===== src/rtl/uart_imem_loader.sv =====
// Assembles UART bytes (LSB first) into 32-bit words and writes them to sequential
// instruction-memory addresses until a terminator word arrives or memory fills up.
module uart_imem_loader #(
    parameter int unsigned ADDR_W         = 5,
    parameter int unsigned TIMEOUT_CYCLES = 100000,
    parameter logic [31:0] TERMINATOR     = 32'hFFFF_FFFF
) (
    input  logic              clk,
    input  logic              rst,
    input  logic              uart_rx_valid,
    input  logic [7:0]        uart_rx_data,
    input  logic              uart_rx_break,
    output logic              imem_wr_en,
    output logic [ADDR_W-1:0] imem_wr_addr,
    output logic [31:0]       imem_wr_data,
    output logic              write_done,
    output logic              overflow,
    output logic [ADDR_W:0]   words_loaded
);

    localparam int unsigned     IDLE_W    = (TIMEOUT_CYCLES > 1) ? $clog2(TIMEOUT_CYCLES) : 1;
    localparam logic [IDLE_W-1:0] IDLE_LAST = IDLE_W'(TIMEOUT_CYCLES - 1);
    localparam logic [ADDR_W:0] DEPTH     = {1'b1, {ADDR_W{1'b0}}};

    typedef enum logic {
        S_COLLECT,
        S_DONE
    } state_t;

    state_t              r_state,   w_state_nxt;
    logic [1:0]          r_bidx,    w_bidx_nxt;
    logic [23:0]         r_word_lo, w_word_lo_nxt;
    logic [IDLE_W-1:0]   r_idle,    w_idle_nxt;
    logic                r_wr_en,   w_wr_en_nxt;
    logic [ADDR_W-1:0]   r_wr_addr, w_wr_addr_nxt;
    logic [31:0]         r_wr_data, w_wr_data_nxt;
    logic                r_done,    w_done_nxt;
    logic                r_ovf,     w_ovf_nxt;
    logic [ADDR_W:0]     r_count,   w_count_nxt;
    logic [31:0]         w_word;

    // The completed word includes the byte arriving this cycle, so no extra buffering stage.
    assign w_word = {uart_rx_data, r_word_lo};

    always_comb begin
        // NOTE: every signal gets a default first so no path leaves it unassigned (no latch).
        w_state_nxt   = r_state;
        w_bidx_nxt    = r_bidx;
        w_word_lo_nxt = r_word_lo;
        w_idle_nxt    = r_idle;
        w_wr_en_nxt   = 1'b0;
        w_wr_addr_nxt = r_wr_addr;
        w_wr_data_nxt = r_wr_data;
        w_done_nxt    = r_done;
        w_ovf_nxt     = r_ovf;
        w_count_nxt   = r_count;

        case (r_state)
            S_COLLECT: begin
                if (uart_rx_break) begin
                    // Break outranks a coincident byte: the partial word and that byte are dropped.
                    w_bidx_nxt = 2'd0;
                    w_idle_nxt = '0;
                end else if (uart_rx_valid) begin
                    w_idle_nxt = '0;
                    w_bidx_nxt = r_bidx + 2'd1;
                    case (r_bidx)
                        2'd0:    w_word_lo_nxt[7:0]   = uart_rx_data;
                        2'd1:    w_word_lo_nxt[15:8]  = uart_rx_data;
                        2'd2:    w_word_lo_nxt[23:16] = uart_rx_data;
                        default: begin
                            if (w_word == TERMINATOR) begin
                                w_done_nxt  = 1'b1;
                                w_state_nxt = S_DONE;
                            end else if (r_count < DEPTH) begin
                                w_wr_en_nxt   = 1'b1;
                                w_wr_addr_nxt = r_count[ADDR_W-1:0];
                                w_wr_data_nxt = w_word;
                                w_count_nxt   = r_count + 1'b1;
                            end else begin
                                w_ovf_nxt   = 1'b1;
                                w_done_nxt  = 1'b1;
                                w_state_nxt = S_DONE;
                            end
                        end
                    endcase
                end else if (r_bidx != 2'd0) begin
                    if (r_idle == IDLE_LAST) begin
                        w_bidx_nxt = 2'd0;
                        w_idle_nxt = '0;
                    end else begin
                        w_idle_nxt = r_idle + 1'b1;
                    end
                end else begin
                    w_idle_nxt = '0;
                end
            end
            default: begin
                // DONE is terminal until reset; inputs are ignored.
            end
        endcase
    end

    always_ff @(posedge clk) begin
        // NOTE: sequential state uses non-blocking assignments so all registers update together.
        if (rst) begin
            r_state   <= S_COLLECT;
            r_bidx    <= 2'd0;
            r_word_lo <= '0;
            r_idle    <= '0;
            r_wr_en   <= 1'b0;
            r_wr_addr <= '0;
            r_wr_data <= '0;
            r_done    <= 1'b0;
            r_ovf     <= 1'b0;
            r_count   <= '0;
        end else begin
            r_state   <= w_state_nxt;
            r_bidx    <= w_bidx_nxt;
            r_word_lo <= w_word_lo_nxt;
            r_idle    <= w_idle_nxt;
            r_wr_en   <= w_wr_en_nxt;
            r_wr_addr <= w_wr_addr_nxt;
            r_wr_data <= w_wr_data_nxt;
            r_done    <= w_done_nxt;
            r_ovf     <= w_ovf_nxt;
            r_count   <= w_count_nxt;
        end
    end

    assign imem_wr_en   = r_wr_en;
    assign imem_wr_addr = r_wr_addr;
    assign imem_wr_data = r_wr_data;
    assign write_done   = r_done;
    assign overflow     = r_ovf;
    assign words_loaded = r_count;

endmodule

===== config.mk =====
export PLATFORM = sky130hd
export DESIGN_NAME = uart_imem_loader
export DESIGN_NICKNAME = d
export VERILOG_FILES = /design/src/rtl/uart_imem_loader.sv
export SDC_FILE = /design/constraint.sdc
export NUM_CORES = 1
export LEC_CHECK = 0
export ABC_CLOCK_PERIOD_IN_PS = 4200
export CORE_ASPECT_RATIO = 1.5
export CORE_MARGIN = 2
export CORE_UTILIZATION = 57
export DETAILED_ROUTE_END_ITERATION = 12
export GPL_TIMING_DRIVEN = 0
export PLACE_DENSITY = 0.85
export SKIP_CTS_REPAIR_TIMING = 1
export SYNTH_ARGS = -nofsm -noshare
export SYNTH_HDL_FRONTEND = slang
export SYNTH_SLANG_ARGS = --single-unit

===== constraint.sdc =====
create_clock -name clk -period 4.2 [get_ports clk]
set_input_delay 0.63 -clock clk [delete_from_list [all_inputs] [get_ports clk]]
set_output_delay 0.63 -clock clk [all_outputs]
set_load 0.02 [all_outputs]

* Yosys cells after proc, flatten, opt, wreduce, memory -nomap -nowiden
Index checks and enable logic that the tools add are counted.
** Word-level totals
- Output and inout bits :: 46
- Word-level logic and storage cells :: 57
- Register bits :: 90
** Cells by class
- $add $sub $neg :: 3
- Bitwise operators :: 6
- Reduce and logical (&&, ||, !) cells :: 13
- Magnitude comparators :: 1
- Eq/ne operators :: 5
- Muxes and demuxes :: 17
** Operators with widths (number)
- $mux W17 :: 4
- $eq A32 B32 Y1 const B :: 1
- $add A17 B1 Y17 const B :: 1
- $eq A17 B17 Y1 const B :: 1
- $reduce_and A4 Y1 :: 3
- $reduce_and A6 Y1 :: 2
- $mux W1 :: 9
- $mux W2 :: 4
- $reduce_or A8 Y1 :: 1
- $add A6 B1 Y6 const B :: 1
- $lt A6 B6 Y1 const B :: 1
- $not A1 Y1 :: 6
- $reduce_bool A3 Y1 :: 2
- $reduce_and A5 Y1 :: 1
- $reduce_and A3 Y1 :: 1
- $reduce_or A3 Y1 :: 1
- $add A2 B1 Y2 const B :: 1
- $eq A2 B1 Y1 const B :: 1
- $eq A2 B2 Y1 const B :: 1
- $logic_not A2 Y1 :: 1
- $ne A2 B2 Y1 const B :: 1
- $reduce_bool A2 Y1 :: 1

* Logic depth before layout (Yosys ltp)
Gate-level depths: netlist of run 1.
- Word-level depth :: 7
- Gate-level depth with buffers :: 8

* Worst setup path after synthesis of run 1
OpenSTA, ideal clock, no wires.
- Path kind :: input -> register
- Start point :: input port uart_rx_data[4]
- End point :: register r_count[3] (netlist: words_loaded[3])
- Arrival :: 1.745 ns
- Stages on the path :: 6
- Path slack :: 2.331 ns
- Data required time :: 4.077 ns
- Path through :: nand4_1 -> nor4_4 -> a211oi_2 -> buf_6 -> nand4_1 -> mux2_1
** Between the ends
- Longest elaborated chain between the ends :: 3
** RTL lines
- start: declaration :: line 11 : input logic [7:0] uart_rx_data,
- $eq A32 B32 Y1 :: line 72 : if (w_word == TERMINATOR) begin
- $not A1 Y1 (no source line)
- $reduce_and A6 Y1 (no source line)
- end signal: assignment :: line 127 : r_count <= w_count_nxt;
- end: declaration :: line 39 : logic [ADDR_W:0] r_count, w_count_nxt;
Every way passes these cells.
A chain may end at the register's enable or synchronous reset.

* Final worst setup path of run 1
Ends and elaborated chain as after synthesis.

==> impl_metrics.json, run 1 <==
{
  "synth_cell_types": 42,
  "p_total_mw": 1.454,
  "timing.fmax_ghz": 0.4257,
  "power.share.clock": 0.369,
  "tightest_slew_ns": 0.5520,
  "die_w_um": 69,
  "p_switching_uw": 327.2,
  "nNetsFinal": 474,
  "dp_hpwl_mm": 5.792,
  "synth.yosys.seq_area_share": 0.4988,
  "initial_core_util": 0.5892,
  "antenna_cells": 0,
  "synth_fa_ha_area_frac": 0.02078,
  "synth_fp_nets": 406,
  "track_usage": 0.2359,
  "fin_crit_sh": 0.5594,
  "postSynthCellCount": 388,
  "final_hold_viol_count": 0,
  "outcome": "finished clean",
  "yosys.area_share.simple": 0.2258,
  "fp-row-count": 35,
  "placed_area_um2": 4275,
  "synth_top_area_cell": "dfxtp_1",
  "first_global_vias": 2866,
  "seqPwrFrac": 0.594,
  "power_frac_comb": 0.037,
  "finalMaxSlewViolations": 0,
  "syn_avg_cell_area_um2": 9.310,
  "grt_pass1_wl_mm": 13.19,
  "cts_buffers": 9,
  "hold_class": "reg2reg",
  "leakage_nw": 1.487,
  "max-cap-violations": 0,
  "synth_top_family_by_area": "simple AND/OR/NAND/NOR gates",
  "maxSlewHeadroom": 0.6320,
  "yosysMostFrequentCell": "dfxtp_1",
  "cts_sinks": 90,
  "top_level_ports": 58,
  "synth_common_cells": "dfxtp_1 (90), nor2_1 (65), nand2_1 (59)",
  "synthTopCellsByArea": "dfxtp_1 (50%), mux2i_1 (11%), nor2_1 (6.8%), nand2_1 (6.1%), a21oi_1 (3.9%)",
  "cell_internal_pwr_mw": 1.127,
  "root_buffer": "clkbuf_8",
  "area_delta_synth_final_pct": 23.42,
  "via_per_inst": 5.471,
  "dr.pass1.iters": 4,
  "finalSetupTns_ns": 0,
  "die_area_um2": 7003,
  "clk_path_buf_depth": 2,
  "cp.required_ns": 4.43,
  "crit_path_end_kind": "flip-flop",
  "antenna_left": 0,
  "synth_xor_area_frac": 0.03879,
  "crit_arrival_ns": 2.58,
  "wire_per_inst_um": 14.61,
  "syn_area_um2": 3612,
  "h-tree-depth": 3,
  "gp_congestion": 0.8096,
  "yosys_register_bits": 90,
  "path_class": "in2reg",
  "p_per_area_nw_per_um2": 326.2,
  "drt_iter0_markers": 183,
  "rsz0062_at_grt": "no",
  "grt-ovfl-total": 0,
  "synth_edf_count": 0,
  "netSwitchingFraction": 0.2250,
  "final_util": 0.7271,
  "muxShareOfSynthArea": 0.1112,
  "async_flop_share": 0,
  "ir_drop_mv": 0.2115,
  "worstPathMaxFanout": 9,
  "core_area_um2": 6131,
  "fin_skew_ns": 0.01083,
  "clkTransAtPathRegs_ns": 0.08,
  "ys_warn_count": 0,
  "fin_area_um2": 4458,
  "wirelength_mm": 7.817,
  "grt_max_degree": 15,
  "portBuffers": 57,
  "die_y_um": 101.5,
  "clk_latency_ns": 0.35,
  "drc_errors": 0,
  "crit_path_start_kind": "primary input",
  "fillCellCount": 482,
  "finalSetupViolCount": 0,
  "yosysTopAreaCellShare": 0.4988,
  "antenna_found_initial": 0,
  "ys.flop_type": "dfxtp_1",
  "tritoncts": "built",
  "drive_above_1_share": 0.06291,
  "timing.hold.ws_ns": 0.4798,
  "fin_crit_ns": 2.349,
  "dr_total_vias": 2927,
  "synth-compound-area-share": 0.06685
}
## layout by cell type (no fill, tap or decap), types with 4 or more instances in the layout
cell type	count
dfxtp_1	90
clkbuf_8	11
clkbuf_1	11
clkdlybuf4s50_1	57
nand4_1	15
buf_2	4
ha_1	6
a21oi_1	28
nor2_1	65
mux2i_1	39
xor2_1	8
buf_6	6
nand2_1	59
xnor2_1	8
nor2b_1	4
and2_1	5
inv_1	4
## sequential cells by signal (all words and copies together), names as in the netlist
register	flops
imem_wr_data	32
r_word_lo	24
r_idle	17
words_loaded	6
imem_wr_addr	5
r_bidx	2
imem_wr_en	1
overflow	1
r_state	1
write_done	1
## stage by stage
step	instances	setup slack [ns]
global route	535	1.798
floorplan	388	2.331
CTS	535	1.866
detailed placement	519	1.515
global placement	519	1.528
finish	535	1.851
## worst max-delay path, cell delays in order
cell and delay (ns):
clkdlybuf4s50_1 0.63, nand4_1 0.19, nor4_4 0.39, a211oi_2 0.13, buf_6 0.17, nand4_1 0.10
mux2_1 0.32
## final cells by class
class / instances / area [um^2] / share of cell area
Sequential cell: 90 / 1802 / 0.4042
Multi-Input combinational cell: 275 / 1674 / 0.3755
Timing Repair Buffer: 57 / 570.5 / 0.1280
Clock buffer: 13 / 158.9 / 0.03564
Buffer: 19 / 121.4 / 0.02722
Tap cell: 74 / 92.59 / 0.02077
Clock inverter: 3 / 23.77 / 0.005333
Inverter: 4 / 15.01 / 0.003368
## metal layers
metal	up-vias	track usage	routed length, um
met1	1386	0.2531	3053
li1	1450	-	-
met4	0	0.1101	171
met3	16	0.04378	292
met2	75	0.4453	4299
met5	-	0	0
## cell families after synthesis
logic type	count (synthesis)
and+or+nand+nor	173
AOI/OAI and AO/OA	40
adders and majority gates	6
xor gates and xnor gates	16
buffers and inverters	23
muxes	40
DFF	90
## power groups by stage
stage	Sequential, mW	Combinational, mW	Clock [mW]
after CTS	0.863	0.0536	0.550
after global routing	0.864	0.0592	0.587
final	0.863	0.0545	0.536
after global placement	0.883	0.0525	0
after detailed placement	0.883	0.0533	0
after floorplan	0.882	0.0260	0
## path summary, 6_finish.rpt
kind | endpoint | slack (ns) | cells after the start | from
min | r_word_lo[2]$_SDFFE_PP0P_ | 0.48 | 2 | r_word_lo[2]$_SDFFE_PP0P_
max | words_loaded[3]$_SDFFE_PP0P_ | 1.85 | 7 | uart_rx_data[4]
min reg2reg | r_word_lo[2]$_SDFFE_PP0P_ | 0.48 | 2 | r_word_lo[2]$_SDFFE_PP0P_
max reg2reg | r_idle[7]$_SDFFE_PP0N_ | 2.28 | 6 | r_bidx[0]$_SDFFE_PP0P_
Power figures use the tool's default switching activity.
==> run 2: changes to the inputs <==
ABC_CLOCK_PERIOD_IN_PS = 2300   (was 4200)
CORE_UTILIZATION = 53   (was 57)
PLACE_DENSITY = 0.8   (was 0.85)
clock period = 2.3 ns   (was 4.2 ns; I/O delays follow)
==> run 2 against run 1 <==
  * Total power is 96% higher
  * Clock skew hardly changed
  * Non-clock buffer count stayed put
  * Hold slack worse by 0.0014 ns
  * Clock power is 120% higher
  * Global-route usage is 1.4 points lower
  * Sequential power is 83% higher
  * Critical endpoint unchanged
  * Largest cell class unchanged
  * Largest power group unchanged
==> impl_metrics.json, run 2 (same netlist as run 1, synthesis figures left out) <==
{
  "wl_met2_mm": 4.354,
  "crit_top_cell": "nand4_1",
  "finalMaxSlewViolations": 0,
  "drc_errors": 0,
  "crit_path_start_kind": "primary input",
  "path_class": "in2reg",
  "final_common_cell": "dfxtp_1",
  "cp.required_ns": 2.55,
  "antenna_cells": 0,
  "tritoncts": "built",
  "clk_path_buf_depth": 2,
  "root_buffer": "clkbuf_8",
  "h-tree-depth": 3,
  "grt-ovfl-total": 0,
  "first_global_vias": 2917,
  "fin_crit_ns": 2.041,
  "wire_per_inst_um": 14.74,
  "fin_crit_sh": 0.8875,
  "maxSlewHeadroom": 0.6493,
  "die_y_um": 105.1,
  "core_area_um2": 6531,
  "grt_pass1_wl_mm": 13.20,
  "top_level_ports": 58,
  "drt_iter0_markers": 171,
  "dr_total_vias": 2902,
  "die_area_um2": 7505,
  "initial_core_util": 0.5531,
  "portBuffers": 57,
  "wirelength_mm": 7.915,
  "gp_congestion": 0.8403,
  "maxUsedRoutingLayer": "met4",
  "rsz0062_at_grt": "no",
  "ir_drop_mv": 0.4917,
  "die_w_um": 71.41,
  "timing.hold.ws_ns": 0.4785,
  "cpPeakStageDelay_ns": 0.62,
  "fillCellCount": 522,
  "cts_sinks": 90,
  "fin_skew_ns": 0.01085,
  "final_util": 0.6885,
  "fp-row-count": 36,
  "outcome": "finished clean",
  "wl_met3_um": 268,
  "max-cap-violations": 0,
  "p_per_area_nw_per_um2": 634.2,
  "grt_max_degree": 15,
  "crit_path_end_kind": "flip-flop",
  "final_hold_viol_count": 0,
  "leakage_nw": 1.510,
  "timing.fmax_ghz": 0.4899,
  "crit_arrival_ns": 2.29,
  "finalSetupViolCount": 0,
  "hold_class": "reg2reg",
  "worstPathMaxFanout": 9,
  "nNetsFinal": 474,
  "clkTransAtPathRegs_ns": 0.08,
  "area_delta_synth_final_pct": 24.49,
  "drive_above_1_share": 0.06508,
  "dr.pass1.iters": 5,
  "drt-met1-wl_mm": 3.161,
  "placed_area_um2": 4278,
  "dp_hpwl_mm": 5.831,
  "dp_cells": 521,
  "track_usage": 0.2217,
  "crit_path_top_delay_cell": "clkdlybuf4s50_1",
  "cts_buffers": 9,
  "fin_area_um2": 4497,
  "antenna_found_initial": 0,
  "antenna_left": 0,
  "fin_cells": 537,
  "reg2reg_slack_ns": 0.37,
  "tightest_slew_ns": 0.5260,
  "via_per_inst": 5.404,
  "clk_latency_ns": 0.36,
  "layout_common_cells": "dfxtp_1 (90), nor2_1 (65), nand2_1 (59)",
  "crit_path_cell_trace": "clkdlybuf4s50_1, nand4_1, nor4_4, a211oi_2, buf_6, nand4_1, mux2_1",
  "largest_reg_flops": 32
}
[run 2: cell type report]
cell class                 count  area (um^2)  share of cell area
buffer                        19        121.4             0.02699
clock buffer                  11        141.4             0.03144
clock inverter                 5        77.57             0.01725
inverter                       4        15.01            0.003339
multi-input combinational    275         1674              0.3723
sequential                    90         1802              0.4007
tap                           76        95.09             0.02115
timing repair buffer          57        570.5              0.1269
[run 2: critical path: cells and delay by family]
kind	cells	cell delay (ns)
and+or+nand+nor	3	0.69
AOI/OAI and AO/OA	1	0.14
muxes	1	0.31
buffers and inverters	2	0.80
[run 2: path summary, 6_finish.rpt]
path,startpoint,end,cells past startpoint
worst min register to register,r_word_lo[10]$_SDFFE_PP0P_,r_word_lo[10]$_SDFFE_PP0P_,2
worst min-delay path,r_word_lo[10]$_SDFFE_PP0P_,r_word_lo[10]$_SDFFE_PP0P_,2
worst max register to register,r_bidx[0]$_SDFFE_PP0P_,r_idle[7]$_SDFFE_PP0N_,6
worst max-delay path,uart_rx_data[2],words_loaded[3]$_SDFFE_PP0P_,7
[run 2: report_power, final]
group / internal [mW] / total [mW] / switching [mW] / leakage [nW]
clock network: 0.639 / 1.18 / 0.538 / 0.109
logic: 0.0358 / 0.0991 / 0.0633 / 0.675
registers: 1.57 / 1.58 / 0.00941 / 0.726
[run 2: through the flow]
step / power [mW] / setup TNS (ns) / setup WS (ns)
after CTS: 2.863 / 0 / 0.2653
final: 2.852 / 0 / 0.2588
after global placement: 1.709 / -1.234 / -0.08417
after global routing: 2.944 / 0 / 0.1734
after floorplan: 1.658 / 0 / 0.6567
after detailed placement: 1.712 / -2.508 / -0.1043
[run 2: routing by layer]
metal	vias to the layer above	global-route usage
met2	59	0.3955
met1	1379	0.2453
met4	0	0.09704
met5	-	0
met3	13	0.04918
li1	1451	-
